`src/rtl/fpga_rst_seq_pkg.sv`:
```
// Shared types and constants for the board reset sequencer.
package fpga_rst_seq_pkg;

    typedef enum logic [1:0] {
        ASSERT = 2'd0,
        FILTER = 2'd1,
        HOLD   = 2'd2,
        RUN    = 2'd3
    } rst_seq_state_e;

    localparam int LockLossCntWidth = 8;

    function automatic int max_int(input int a, input int b);
        return (a > b) ? a : b;
    endfunction

endpackage

```
`src/rtl/fpga_rst_seq_debounce.sv`:
```
// Synchroniser chain followed by a counting debouncer for an asynchronous, bouncy request line.
module fpga_rst_seq_debounce
    import fpga_rst_seq_pkg::*;
#(
    parameter int SyncStages     = 2,
    parameter int DebounceCycles = 1024
) (
    input  logic clk_i,
    input  logic rst_i,
    input  logic async_i,
    output logic req_db_o
);

    localparam int DbW = $clog2(DebounceCycles + 1);
    localparam logic [DbW-1:0] DbLast = DbW'(DebounceCycles - 1);

    logic [SyncStages-1:0] sync_q;
    logic [SyncStages-1:0] sync_d;
    logic                  req_s;
    logic                  req_db_q;
    logic                  req_db_d;
    logic [DbW-1:0]        cnt_db_q;
    logic [DbW-1:0]        cnt_db_d;

    assign sync_d[0] = async_i;
    for (genvar gi = 1; gi < SyncStages; gi++) begin : g_sync
        assign sync_d[gi] = sync_q[gi-1];
    end
    assign req_s = sync_q[SyncStages-1];

    // The debounced level only follows req_s after it has differed for DebounceCycles edges in a row.
    always_comb begin
        req_db_d = req_db_q;
        cnt_db_d = cnt_db_q;
        if (req_s == req_db_q) begin
            cnt_db_d = '0;
        end else if (cnt_db_q == DbLast) begin
            req_db_d = req_s;
            cnt_db_d = '0;
        end else begin
            cnt_db_d = cnt_db_q + 1'b1;
        end
    end

    always_ff @(posedge clk_i) begin
        if (rst_i) begin
            sync_q   <= '0;
            req_db_q <= 1'b0;
            cnt_db_q <= '0;
        end else begin
            sync_q   <= sync_d;
            req_db_q <= req_db_d;
            cnt_db_q <= cnt_db_d;
        end
    end

    assign req_db_o = req_db_q;

endmodule

```
`src/rtl/fpga_rst_seq.sv`:
```
// Reset sequencer: qualifies PLL lock, debounces the push-button request and holds rt_top in reset.
// Define FPGA_RST_SEQ_STATUS_EN to add the saturating lock-loss counter output lock_loss_cnt_o.
module fpga_rst_seq
    import fpga_rst_seq_pkg::*;
#(
    parameter int SyncStages       = 2,
    parameter int LockFilterCycles = 16,
    parameter int HoldCycles       = 64,
    parameter int DebounceCycles   = 1024
) (
    input  logic       clk_i,
    input  logic       rst_i,
    input  logic       locked_i,
    input  logic       ext_rst_req_i,
    output logic       rst_no,
    output logic       ready_o,
    output logic [1:0] state_o
`ifdef FPGA_RST_SEQ_STATUS_EN
    ,
    output logic [LockLossCntWidth-1:0] lock_loss_cnt_o
`endif
);

    localparam int CntW = $clog2(max_int(LockFilterCycles, HoldCycles) + 1);
    localparam logic [CntW-1:0] FilterLast = CntW'(LockFilterCycles - 1);
    localparam logic [CntW-1:0] HoldLast   = CntW'(HoldCycles - 1);

    logic [SyncStages-1:0] lock_sync_q;
    logic [SyncStages-1:0] lock_sync_d;
    logic                  locked_s;
    logic                  req_db;
    logic                  abort;

    rst_seq_state_e        state_q;
    rst_seq_state_e        state_d;
    logic [CntW-1:0]       cnt_q;
    logic [CntW-1:0]       cnt_d;
    logic                  rst_n_q;
    logic                  rst_n_d;
    logic                  ready_q;
    logic                  ready_d;

    assign lock_sync_d[0] = locked_i;
    for (genvar gi = 1; gi < SyncStages; gi++) begin : g_lock_sync
        assign lock_sync_d[gi] = lock_sync_q[gi-1];
    end
    assign locked_s = lock_sync_q[SyncStages-1];

    fpga_rst_seq_debounce #(
        .SyncStages     (SyncStages),
        .DebounceCycles (DebounceCycles)
    ) u_req_debounce (
        .clk_i    (clk_i),
        .rst_i    (rst_i),
        .async_i  (ext_rst_req_i),
        .req_db_o (req_db)
    );

    assign abort = !locked_s || req_db;

    // Abort is checked before counter completion so it always wins on the same edge.
    always_comb begin
        state_d = state_q;
        cnt_d   = cnt_q;
        unique case (state_q)
            ASSERT: begin
                cnt_d = '0;
                if (!abort) begin
                    state_d = FILTER;
                end
            end
            FILTER: begin
                if (abort) begin
                    state_d = ASSERT;
                    cnt_d   = '0;
                end else if (cnt_q == FilterLast) begin
                    state_d = HOLD;
                    cnt_d   = '0;
                end else begin
                    cnt_d = cnt_q + 1'b1;
                end
            end
            HOLD: begin
                if (abort) begin
                    state_d = ASSERT;
                    cnt_d   = '0;
                end else if (cnt_q == HoldLast) begin
                    state_d = RUN;
                    cnt_d   = '0;
                end else begin
                    cnt_d = cnt_q + 1'b1;
                end
            end
            RUN: begin
                cnt_d = '0;
                if (abort) begin
                    state_d = ASSERT;
                end
            end
            default: begin
                state_d = ASSERT;
                cnt_d   = '0;
            end
        endcase
        // Outputs are decoded from the next state so they change on the same edge as the state.
        rst_n_d = (state_d == RUN);
        ready_d = (state_d == RUN);
    end

    always_ff @(posedge clk_i) begin
        if (rst_i) begin
            lock_sync_q <= '0;
            state_q     <= ASSERT;
            cnt_q       <= '0;
            rst_n_q     <= 1'b0;
            ready_q     <= 1'b0;
        end else begin
            lock_sync_q <= lock_sync_d;
            state_q     <= state_d;
            cnt_q       <= cnt_d;
            rst_n_q     <= rst_n_d;
            ready_q     <= ready_d;
        end
    end

    assign rst_no  = rst_n_q;
    assign ready_o = ready_q;
    assign state_o = state_q;

`ifdef FPGA_RST_SEQ_STATUS_EN
    logic [LockLossCntWidth-1:0] loss_cnt_q;
    logic [LockLossCntWidth-1:0] loss_cnt_d;

    // Only exits from RUN with the lock actually gone are counted; button-only resets are not.
    always_comb begin
        loss_cnt_d = loss_cnt_q;
        if (state_q == RUN && state_d == ASSERT && !locked_s && loss_cnt_q != '1) begin
            loss_cnt_d = loss_cnt_q + 1'b1;
        end
    end

    always_ff @(posedge clk_i) begin
        if (rst_i) begin
            loss_cnt_q <= '0;
        end else begin
            loss_cnt_q <= loss_cnt_d;
        end
    end

    assign lock_loss_cnt_o = loss_cnt_q;
`endif

endmodule
```
`config.mk`:
```
export PLATFORM = sky130hd
export DESIGN_NAME = fpga_rst_seq
export DESIGN_NICKNAME = d
export VERILOG_FILES = /design/src/rtl/fpga_rst_seq_pkg.sv /design/src/rtl/fpga_rst_seq_debounce.sv /design/src/rtl/fpga_rst_seq.sv
export SDC_FILE = /design/constraint.sdc
export NUM_CORES = 1
export LEC_CHECK = 0
export ABC_AREA = 1
export BUFFER_PORTS_ARGS = -buffer_cell sky130_fd_sc_hd__buf_2
export CAP_MARGIN = 10
export CORE_ASPECT_RATIO = 1.1
export CORE_MARGIN = 5
export CORE_UTILIZATION = 60
export CTS_CLUSTER_SIZE = 25
export DETAILED_ROUTE_END_ITERATION = 10
export PLACE_DENSITY = 0.79
export SLEW_MARGIN = 10
export SYNTH_ARGS = -nofsm -noshare
export SYNTH_HDL_FRONTEND = slang
export SYNTH_SLANG_ARGS = --single-unit
```
`constraint.sdc`:
```
create_clock -name clk_i -period 2.1 [get_ports clk_i]
set_input_delay 0.42 -clock clk_i [delete_from_list [all_inputs] [get_ports clk_i]]
set_output_delay 0.42 -clock clk_i [all_outputs]
set_load 0.02 [all_outputs]
```
### Word level (Yosys, flattened, before mapping)

Cells that the tools add are included.

* multiply operators: 0
* equal/unequal tests: 8
* reductions and logical operators: 6
* bitwise logic cells: 1
* multiplexer cells: 12
* shifts and indexed selects: 0
* $lt $le $gt $ge: 0
* $add $sub $neg: 2
* div/mod/pow operators: 0

Operator list (count)
* 2-to-1 mux 7 bit: 4
* one-hot mux 7 bit (3 select lines): 1
* 2-to-1 mux 2 bit: 6
* adder 11 x 1 -> 11 bit (second input constant): 1
* == test 11 x 10 -> 1 bit (second input constant): 1
* one-hot mux 2 bit (4 select lines): 1
* adder 7 x 1 -> 7 bit (second input constant): 1
* == test 7 x 4 -> 1 bit (second input constant): 1
* == test 7 x 6 -> 1 bit (second input constant): 1
* == test 2 bit (second input constant): 3
* OR reduction 3 bit: 1
* == test 2 x 1 -> 1 bit (second input constant): 1
* logical NOT 2 bit: 1
* AND reduction 2 bit: 1
* OR reduction 2 bit: 1
* == test 1 bit: 1
* logical NOT 1 bit: 1
* logical OR 1 bit: 1
* NOT 1 bit: 1

* latch bits: 0
* output and inout bits: 4
* bits in writable memories: 0
* word-level logic and storage cells: 36
* register bits: 26
* input bits: 4
* ROM bits: 0
* memories: 0

### Logic depth before layout (Yosys ltp)

Gate-level depths: netlist (run 1).

* depth in word-level cells: 5
* depth in mapped cells: 8
* depth with buffers taken out: 8

### By module

From an unflattened synthesis (run 1), not the netlist that was laid out.

* cells, all modules: 161
* area total of the unflattened synthesis: 1246.2 µm²

Modules (own cells, without submodules)
* fpga_rst_seq_debounce: area an instance 650.6 µm², cells an instance 78, seq. area each 280.3 µm², times used 1
* fpga_rst_seq: area an instance 595.6 µm², cells an instance 83, seq. area each 240.2 µm², times used 1

### Worst setup path after synthesis (run 1)

No wires, ideal clock.

* path type: register to register
* start: reg u_req_debounce.cnt_db_q[0]
* end: reg u_req_debounce.cnt_db_q[6]
* buffers on the path: 0
* arrival: 1084 ps
* data required time: 1985 ps
* setup time: 115 ps
* cell stages (with the launch flop): 7
* clock period less this slack: 1198 ps
* path slack: 902 ps
* cell sequence: dfxtp_1 -> ha_1 -> nand3_2 -> nor2_4 -> nand3b_4 -> nand2_4 -> nor2_1

* longest elaborated chain between the ends: 2
* elaborated cells on any way between the ends: 3
* classes of those cells: 1 x add/sub; 1 x eq/ne; 1 x reduce/logical

RTL lines
* start: declaration: line fpga_rst_seq_debounce.sv:22 `logic [DbW-1:0] cnt_db_q;`
* start signal: assignment: line fpga_rst_seq_debounce.sv:53 `cnt_db_q <= cnt_db_d;`
* branches (longest 2 deep; another with adder 11 x 1 -> 11 bit)

Parallel ways; which one is timed is not known.
A chain may end at the register's enable or synchronous reset.

### Worst setup path after layout (run 1)

Same ends and word-level chain as after synthesis.

==> impl_metrics.tcl, run 1 <==
set metrics [dict create \
    drtPass1Iterations 4 \
    cts_sinks 26 \
    area_growth_pct 5.30 \
    worst_pin_slew_ps 353 \
    wl_met1_um 943 \
    crit_fanout 8 \
    r2r_start "u_req_debounce.cnt_db_q[0]" \
    start_kind "register" \
    track_usage_pct 15.9 \
    seq_area_um2 520 \
    irDropWorstVdd_mv 0.468 \
    avgSynthCellArea_um2 7.36 \
    switching_share_pct 21.2 \
    drc 0 \
    dieArea_um2 2910 \
    synthAdderAreaFrac_pct 2.16 \
    drt-initial-drc-count 8 \
    cts_resized 0 \
    internal_power_mw 0.574 \
    power.density_nw_per_um2 598 \
    cts.clk_slew.worst_paths_ps 130 \
    dp.cells 180 \
    fin_area_um2 1220 \
    status "finished, final reports clean" \
    synth_cells 157 \
    syn_nets 163 \
    period_needed_ps 1370 \
    pwr-share-clk_pct 27.9 \
    worstSetupPathType "reg -> reg" \
    top_layer "met4" \
    grt_pass1_vias 941 \
    fp.dieW_um 51.9 \
    synth_xor_area_share_pct 3.03 \
    grt_setup_unrepaired "false" \
    grt-ovfl-total 0 \
    vias_per_cell 5.14 \
    drive_gt1_share_pct 10.9 \
    core_region_area_um2 1800 \
    post-route-period-util_pct 65.3 \
    grt_max_degree 14 \
    fill_cells 164 \
    clkLatencyLatePin_ps 310 \
    met2WireLength_um 913 \
    multi_input_area_um2 542 \
    wire_per_inst_um 10.5 \
    yosys_warnings 0 \
    start_util_pct 64.2 \
    ys_seq_area_share_pct 45.0 \
    finalMaxSlewViolations 0 \
    dieHeight_um 56.0 \
    cts_root_buf "clkbuf_4" \
    synth_top_family_by_area "simple AND/OR/NAND/NOR gates" \
    yosys.area_share.simple_pct 36.4 \
    antenna_found_initial 0 \
    fin_skew_ps 10.7 \
    slew_headroom_pct 76.4 \
    fin_nets 173 \
    p_seq_share_pct 68.9 \
    synth_ff_type "dfxtp_1" \
    cts_tree "built" \
    wl_mm 1.92 \
    hold_path.class "in -> reg" \
    ant_nets 0 \
    dp_hpwl_mm 1.52 \
    num_io_pins 8 \
    leakage_nw 0.514 \
    syn-cell-area_um2 1160 \
    setup_viol 0 \
    synth-compound-area-share_pct 5.30 \
    endpoint_kind "register" \
    h-tree-depth 1 \
    setup_tns_ps 0 \
    critPathLaunch "u_req_debounce.cnt_db_q[0]" \
    power.switching_mw 0.155 \
    clock.fmax_mhz 729 \
    muxShareOfSynthArea_pct 0 \
    cp_data_arrival_time_ps 1590 \
    finalHoldViolations 0 \
    post-cts-setup-buffer-count 0 \
    required_ps 2310 \
    combPwrFrac_pct 3.2 \
    std_cell_rows 16 \
    synth.distinct_cells 24 \
    synth_top_area_cell "dfxtp_1" \
    vias 940 \
    hp-start "locked_i" \
    max-cap-violations 0 \
    port_buffers 7 \
    async_reset_ff_share_pct 0 \
    synth_edf_count 0 \
    utilization_pct 67.6 \
    numCtsBuffers 3 \
    power_mw 0.728 \
    cts_hold_buf 0 \
    n_antenna_cell 0 \
    netlist.area_leader.share_pct 45.0 \
    dpl_cell_area_um2 1190 \
    synth-seq-cells 26 \
    met3_length_um 53 \
    finalNonFillerCells 183 \
    final_cell_mix "37 x nor2_1, 28 x nand2_1, 26 x dfxtp_1, 20 x inv_1, 11 x nand3_1" \
    layout_commonest_cell "nor2_1" \
    routabilityCongestion 0.868 \
    cts_buffer_depth 2 \
    grt_pass1_wl_mm 3.66 \
    netlist_top_cells_area "dfxtp_1 45%, nor2_1 12%, nand2_1 9.1%, inv_1 6.5%, nand3_1 4.8%" \
]
## path summary, 6_finish.rpt
path	end	slack, ps	cells past startpoint
worst min-delay path	lock_sync_q[0]	300	3
worst min register to register	lock_sync_q[1]	400	2
worst max-delay path	u_req_debounce.cnt_db_q[6]	730	6
worst max register to register	u_req_debounce.cnt_db_q[6]	730	6
## logic make-up (layout without fill, tap and decap cells)
family | after synthesis | after routing
buffers and inverters | 22 | 30
and+or+nand+nor | 91 | 91
adders and majority gates | 2 | 2
AOI/OAI and AO/OA | 12 | 12
xor gates and xnor gates | 4 | 4
DFF | 26 | 26
## cells in the mapped netlist, types with 2 or more instances
library cell / instances
nor2_1: 37
nand2_1: 28
dfxtp_1: 26
inv_1: 20
nand3_1: 11
a21oi_1: 8
o21ai_0: 3
xnor2_1: 3
ha_1: 2
nand2_2: 2
nand3b_1: 2
nor2_2: 2
nor3_1: 2
## power groups by stage
| stage | Combinational (mW) | Sequential, mW | Clock, mW |
|---|---|---|---|
| 2_1_floorplan | 0.0165 | 0.513 | 0 |
| 3_3_place_gp | 0.0224 | 0.512 | 0 |
| 3_5_place_dp | 0.0236 | 0.513 | 0 |
| 4_1_cts | 0.0236 | 0.502 | 0.209 |
| 5_1_grt | 0.0276 | 0.503 | 0.231 |
| 6_report | 0.0233 | 0.502 | 0.203 |
## critical path, stage by stage (launching register included)
cell	delay, ps
dfxtp_1	410
ha_1	220
nand3_2	130
nor2_4	190
nand3b_4	140
nand2_4	120
nor2_1	50
## area by class of cell
type,count,share of cell area (%)
Tap cell,18,1.85
Multi-Input combinational cell,109,44.5
Inverter,20,6.17
Sequential cell,26,42.8
Clock buffer,3,1.85
Timing Repair Buffer,7,2.88
## through the flow
stage | setup slack [ps] | hold slack [ps]
detailed placement | 751 | 405
floorplan | 902 | 388
global route | 577 | 287
finish | 728 | 303
global placement | 791 | 394
CTS | 718 | 295
## flip-flops by register name, indices dropped and copies added, names as in the netlist
name	flops
u_req_debounce.sync_q	2
cnt_q	7
state_o	2
u_req_debounce.req_db_o	1
lock_sync_q	2
ready_o	1
u_req_debounce.cnt_db_q	11
## layer usage
| metal | GRT usage, % | up-vias |
|---|---|---|
| met2 | 25.9 | 13 |
| li1 | - | 508 |
| met4 | 5.24 | 0 |
| met5 | 0 | - |
| met1 | 20.5 | 417 |
| met3 | 3.22 | 2 |
No activity file was read; power rests on OpenSTA's default activity.
==> inputs of run 2 (changes only) <==
--- a/config.mk
+++ b/config.mk
@@ -10,10 +10,10 @@
 export CAP_MARGIN = 10
 export CORE_ASPECT_RATIO = 1.1
 export CORE_MARGIN = 5
-export CORE_UTILIZATION = 60
+export CORE_UTILIZATION = 52
 export CTS_CLUSTER_SIZE = 25
 export DETAILED_ROUTE_END_ITERATION = 10
-export PLACE_DENSITY = 0.79
+export PLACE_DENSITY = 0.73
 export SLEW_MARGIN = 10
 export SYNTH_ARGS = -nofsm -noshare
 export SYNTH_HDL_FRONTEND = slang
==> constraint.sdc (replaced) <==
create_clock -name clk_i -period 1.2 [get_ports clk_i]
set_input_delay 0.24 -clock clk_i [delete_from_list [all_inputs] [get_ports clk_i]]
set_output_delay 0.24 -clock clk_i [all_outputs]
set_load 0.02 [all_outputs]
==> impl_metrics.tcl, run 2 (same netlist as run 1, synthesis figures left out) <==
set metrics [dict create \
    endpoint_kind "register" \
    switching_share_pct 21.1 \
    largest_reg_flops 11 \
    dieHeight_um 59.5 \
    cp_data_arrival_time_ps 1430 \
    grt_pass1_wl_mm 3.80 \
    num_io_pins 8 \
    required_ps 1430 \
    dpl_cell_area_um2 1270 \
    start_util_pct 52.9 \
    grt_setup_unrepaired "true" \
    internal_power_mw 1.01 \
    combPwrFrac_pct 3.9 \
    power.switching_mw 0.269 \
    r2r_setup_slack_ps -5 \
    cts.clk_slew.worst_paths_ps 130 \
    fin_nets 185 \
    clkLatencyLatePin_ps 310 \
    port_buffers 7 \
    cts_sinks 26 \
    vias 1022 \
    wire_per_inst_um 10.6 \
    finalMaxSlewViolations 0 \
    routabilityCongestion 0.857 \
    track_usage_pct 16.1 \
    critPathLaunch "cnt_q[1]" \
    utilization_pct 66.8 \
    use_met1_pct 17.9 \
    dp.cells 200 \
    holdWs_ps 123 \
    start_kind "register" \
    fin_skew_ps 5.93 \
    dp_hpwl_mm 1.54 \
    irDropWorstVdd_mv 0.843 \
    area_growth_pct 26.2 \
    cts_buffer_depth 2 \
    hold-path-cell-count 3 \
    crit_fanout 5 \
    wl_mm 2.19 \
    busiest_layer "met2" \
    pwr-share-clk_pct 27.4 \
    finalHoldViolations 0 \
    leakage_nw 0.594 \
    cts_root_buf "clkbuf_4" \
    fin_area_um2 1460 \
    drtPass1Iterations 4 \
    p_seq_share_pct 68.7 \
    drc 0 \
    worst_pin_slew_ps 300 \
    cts_tree "built" \
    drt-initial-drc-count 28 \
    place_ws_ps -94.2 \
    hp-start "locked_i" \
    max-cap-violations 0 \
    r2r_start "cnt_q[1]" \
    finalNonFillerCells 207 \
    h-tree-depth 1 \
    std_cell_rows 18 \
    setup_tns_ps -4.90 \
    r2r_cells 8 \
    grt_use_met2_pct 27.7 \
    final_cell_mix "29 x nor2_1, 24 x nand2_1, 20 x dfxtp_1, 18 x inv_1, 12 x buf_4" \
    grt-ovfl-total 0 \
    period_needed_ps 1200 \
    n_antenna_cell 0 \
    fill_cells 204 \
    hold_path.class "in -> reg" \
    fp.dieW_um 55.0 \
    fin_ws_ps -4.90 \
    grt_pass1_vias 935 \
    power.density_nw_per_um2 876 \
    violations "setup timing" \
    antenna_found_initial 0 \
    power_mw 1.28 \
    largest_register "u_req_debounce.cnt_db_q" \
    grt_max_degree 14 \
    numCtsBuffers 3 \
    r2r_end "state_o[0]" \
    post-route-period-util_pct 100 \
    clock.fmax_mhz 830 \
    status "finished, violations left" \
    ant_nets 0 \
    worstSetupPathType "reg -> reg" \
    layout_commonest_cell "nor2_1" \
    reg_top3 "u_req_debounce.cnt_db_q (11), cnt_q (7)" \
    dieArea_um2 3270 \
    setup_viol 1 \
    slew_headroom_pct 79.9 \
    min_to "lock_sync_q[0]" \
    vias_per_cell 4.94 \
    drive_gt1_share_pct 33.3 \
    core_region_area_um2 2180 \
    use_met3_pct 2.27 \
]
==> run 2: per-layer routing <==
metal	share of wire, %	wire, µm	up-vias
li1	-	-	526
met1	41	891	466
met2	52	1150	19
met3	2.4	52	11
met4	4.5	98	0
met5	0	0	-
==> run 2: power by group through the flow <==
stage	logic, mW	registers (mW)	clock network [mW]
final	0.0500	0.878	0.350
after global routing	0.0570	0.881	0.414
after CTS	0.0465	0.878	0.375
after detailed placement	0.0452	0.896	0
after global placement	0.0437	0.896	0
after floorplan	0.0289	0.898	0
==> run 2: critical path: stages, from the launching register on <==
cell,delay [ps]
dfxtp_2,370
ha_4,150
nand2_4,50
nor2_4,140
nand3_2,120
nand2_2,100
nand2_1,60
nor2_1,90
nor2_1,40
==> run 2: worst max path at each step <==
stage | endpoint | depth (start not counted) | slack, ps
floorplan | u_req_debounce.cnt_db_q[6] | 6 | 2
global placement | u_req_debounce.cnt_db_q[6] | 6 | -30
detailed placement | cnt_q[5] | 8 | -90
CTS | u_req_debounce.cnt_db_q[4] | 6 | -6
global route | state_o[0] | 8 | -70
finish | state_o[0] | 8 | -5
==> run 2: area by class of cell <==
cell class | count | area [µm²] | area share, %
flip-flops and latches | 26 | 528 | 36.2
multi-input cells | 109 | 671 | 46.0
inverters | 20 | 75.1 | 5.15
clock buffers | 3 | 22.5 | 1.54
repair buffers | 19 | 125 | 8.58
well taps | 30 | 37.5 | 2.57
==> run 2: timing repair <==
item,4_1_cts,5_1_grt
setup endpoints to repair,20,22
resized for setup,18,20
pin swaps,4,9
hold buffers,0,0
buffers inserted,2,2
==> inputs of run 3 (changes only) <==
--- a/config.mk
+++ b/config.mk
@@ -14,6 +14,7 @@
 export CTS_CLUSTER_SIZE = 25
 export DETAILED_ROUTE_END_ITERATION = 10
 export PLACE_DENSITY = 0.73
+export RECOVER_POWER = 25
 export SLEW_MARGIN = 10
 export SYNTH_ARGS = -nofsm -noshare
 export SYNTH_HDL_FRONTEND = slang
==> impl_metrics.tcl, run 3 (same netlist as run 1, synthesis figures left out) <==
set metrics [dict create \
    n_antenna_cell 0 \
    numCtsBuffers 3 \
    worstSetupPathType "reg -> reg" \
    dpl_cell_area_um2 1270 \
    grt_pass1_wl_mm 3.80 \
    finalHoldViolations 0 \
    antenna_found_initial 0 \
    use_met3_pct 2.27 \
    fin_ws_ps -4.76 \
    grt-ovfl-total 0 \
    place_ws_ps -94.2 \
    largest_register "u_req_debounce.cnt_db_q" \
    grt_max_degree 14 \
    wl_mm 2.19 \
    worst_path_dominant_cell_family "simple AND/OR/NAND/NOR gates" \
    violations "setup timing" \
    fp.dieW_um 55.0 \
    drc 0 \
    period_needed_ps 1200 \
    power.density_nw_per_um2 876 \
    clock.fmax_mhz 830 \
    cp_slowest_cell "dfxtp_2" \
    h-tree-depth 1 \
    layout_commonest_cell "nor2_1" \
    cts_hold_buf 0 \
    fin_nets 185 \
    use_met1_pct 17.9 \
    fin_skew_ps 6.04 \
    num_io_pins 8 \
    cts_sinks 26 \
    crit_path_frequent_cell "nor2_1" \
    slew_headroom_pct 78.9 \
    reg_top3 "u_req_debounce.cnt_db_q (11), cnt_q (7)" \
    ant_nets 0 \
    worst_pin_slew_ps 316 \
    fin_area_um2 1460 \
    setup_viol 1 \
    final_cell_mix "29 x nor2_1, 24 x nand2_1, 20 x dfxtp_1, 18 x inv_1, 12 x buf_4" \
    port_buffers 7 \
    clkLatencyLatePin_ps 310 \
    cts.clk_slew.worst_paths_ps 130 \
    routabilityCongestion 0.857 \
    vias 1020 \
    std_cell_rows 18 \
    vias_per_cell 4.93 \
    endpoint_kind "register" \
    grt_pass1_vias 935 \
    cp_cell_sequence "ha_4 > nand2_4 > nor2_4 > nand3_2 > nand2_2 > nand2_1 > nor2_1 > nor2_1" \
    dp_hpwl_mm 1.54 \
    grt_use_met2_pct 27.7 \
    busiest_layer "met2" \
    cp_data_arrival_time_ps 1430 \
    drt-initial-drc-count 28 \
    dieArea_um2 3270 \
    cts_root_buf "clkbuf_4" \
    start_util_pct 52.9 \
    wire_per_inst_um 10.6 \
    irDropWorstVdd_mv 0.857 \
    cts_buffer_depth 2 \
    crit_fanout 5 \
    status "finished, violations left" \
    leakage_nw 0.591 \
    required_ps 1430 \
    area_growth_pct 26.1 \
    hold_path.class "in -> reg" \
    drtPass1Iterations 4 \
    finalMaxSlewViolations 0 \
    cp_num_buf_inv 0 \
    start_kind "register" \
    cts_tree "built" \
    core_region_area_um2 2180 \
    max-cap-violations 0 \
    grt_setup_unrepaired "true" \
    largest_reg_flops 11 \
    drive_gt1_share_pct 32.8 \
    track_usage_pct 16.1 \
    crit_path_max_incr_delay_ps 370 \
    dieHeight_um 59.5 \
    post-route-period-util_pct 100 \
]
run 3: routing by layer:
| metal | part of all wire [%] | vias to the layer above |
|---|---|---|
| li1 | - | 526 |
| met1 | 41 | 464 |
| met2 | 52 | 19 |
| met3 | 2.4 | 11 |
| met4 | 4.5 | 0 |
| met5 | 0 | - |
run 3: worst paths after layout:
| kind | startpoint | to | slack, ps | cells past startpoint |
|---|---|---|---|---|
| worst max-delay path | cnt_q[1] | state_o[0] | -5 | 8 |
| worst min-delay path | locked_i | lock_sync_q[0] | 120 | 3 |
| worst max register to register | cnt_q[1] | state_o[0] | -5 | 8 |
| worst min register to register | u_req_debounce.sync_q[0] | u_req_debounce.sync_q[1] | 410 | 2 |
run 3: layout make-up:
cell class / count / area, µm²
timing repair buffer: 19 / 124
fill: 205 / 727
tap: 30 / 37.5
clock buffer: 3 / 22.5
sequential: 26 / 528
inverter: 20 / 75.1
multi-input combinational: 109 / 671
run 3: what timing repair did:
action,CTS,global route
resized for setup,18,20
pin swaps,4,9
endpoints found under the setup margin,20,22
setup buffers,2,2
run 3: tightest hold or removal path: cells and delay by family:
| kind | cells | cell delay (ps) |
|---|---|---|
| buf+inv | 2 | 130 |
| simple gates | 1 | 30 |
run 3: stage by stage:
stage | std cells | hold slack (ps) | util, % | setup TNS, ps | total power, mW
2_1_floorplan | 157 | 347 | - | 0 | 0.927
5_1_grt | 207 | 106 | 66.7 | -1100 | 1.35
3_3_place_gp | 200 | 389 | 58.1 | -190 | 0.940
6_report | 207 | 123 | 66.7 | -4.76 | 1.28
3_5_place_dp | 200 | 396 | 58.1 | -1050 | 0.942
4_1_cts | 205 | 107 | 62.9 | -16.3 | 1.30
run 3: where the power goes:
part	switching [mW]	leakage, nW	internal [mW]	total [mW]
sequential	0.00616	0.213	0.872	0.878
clock	0.232	0.0138	0.117	0.350
combinational	0.0309	0.364	0.0186	0.0495
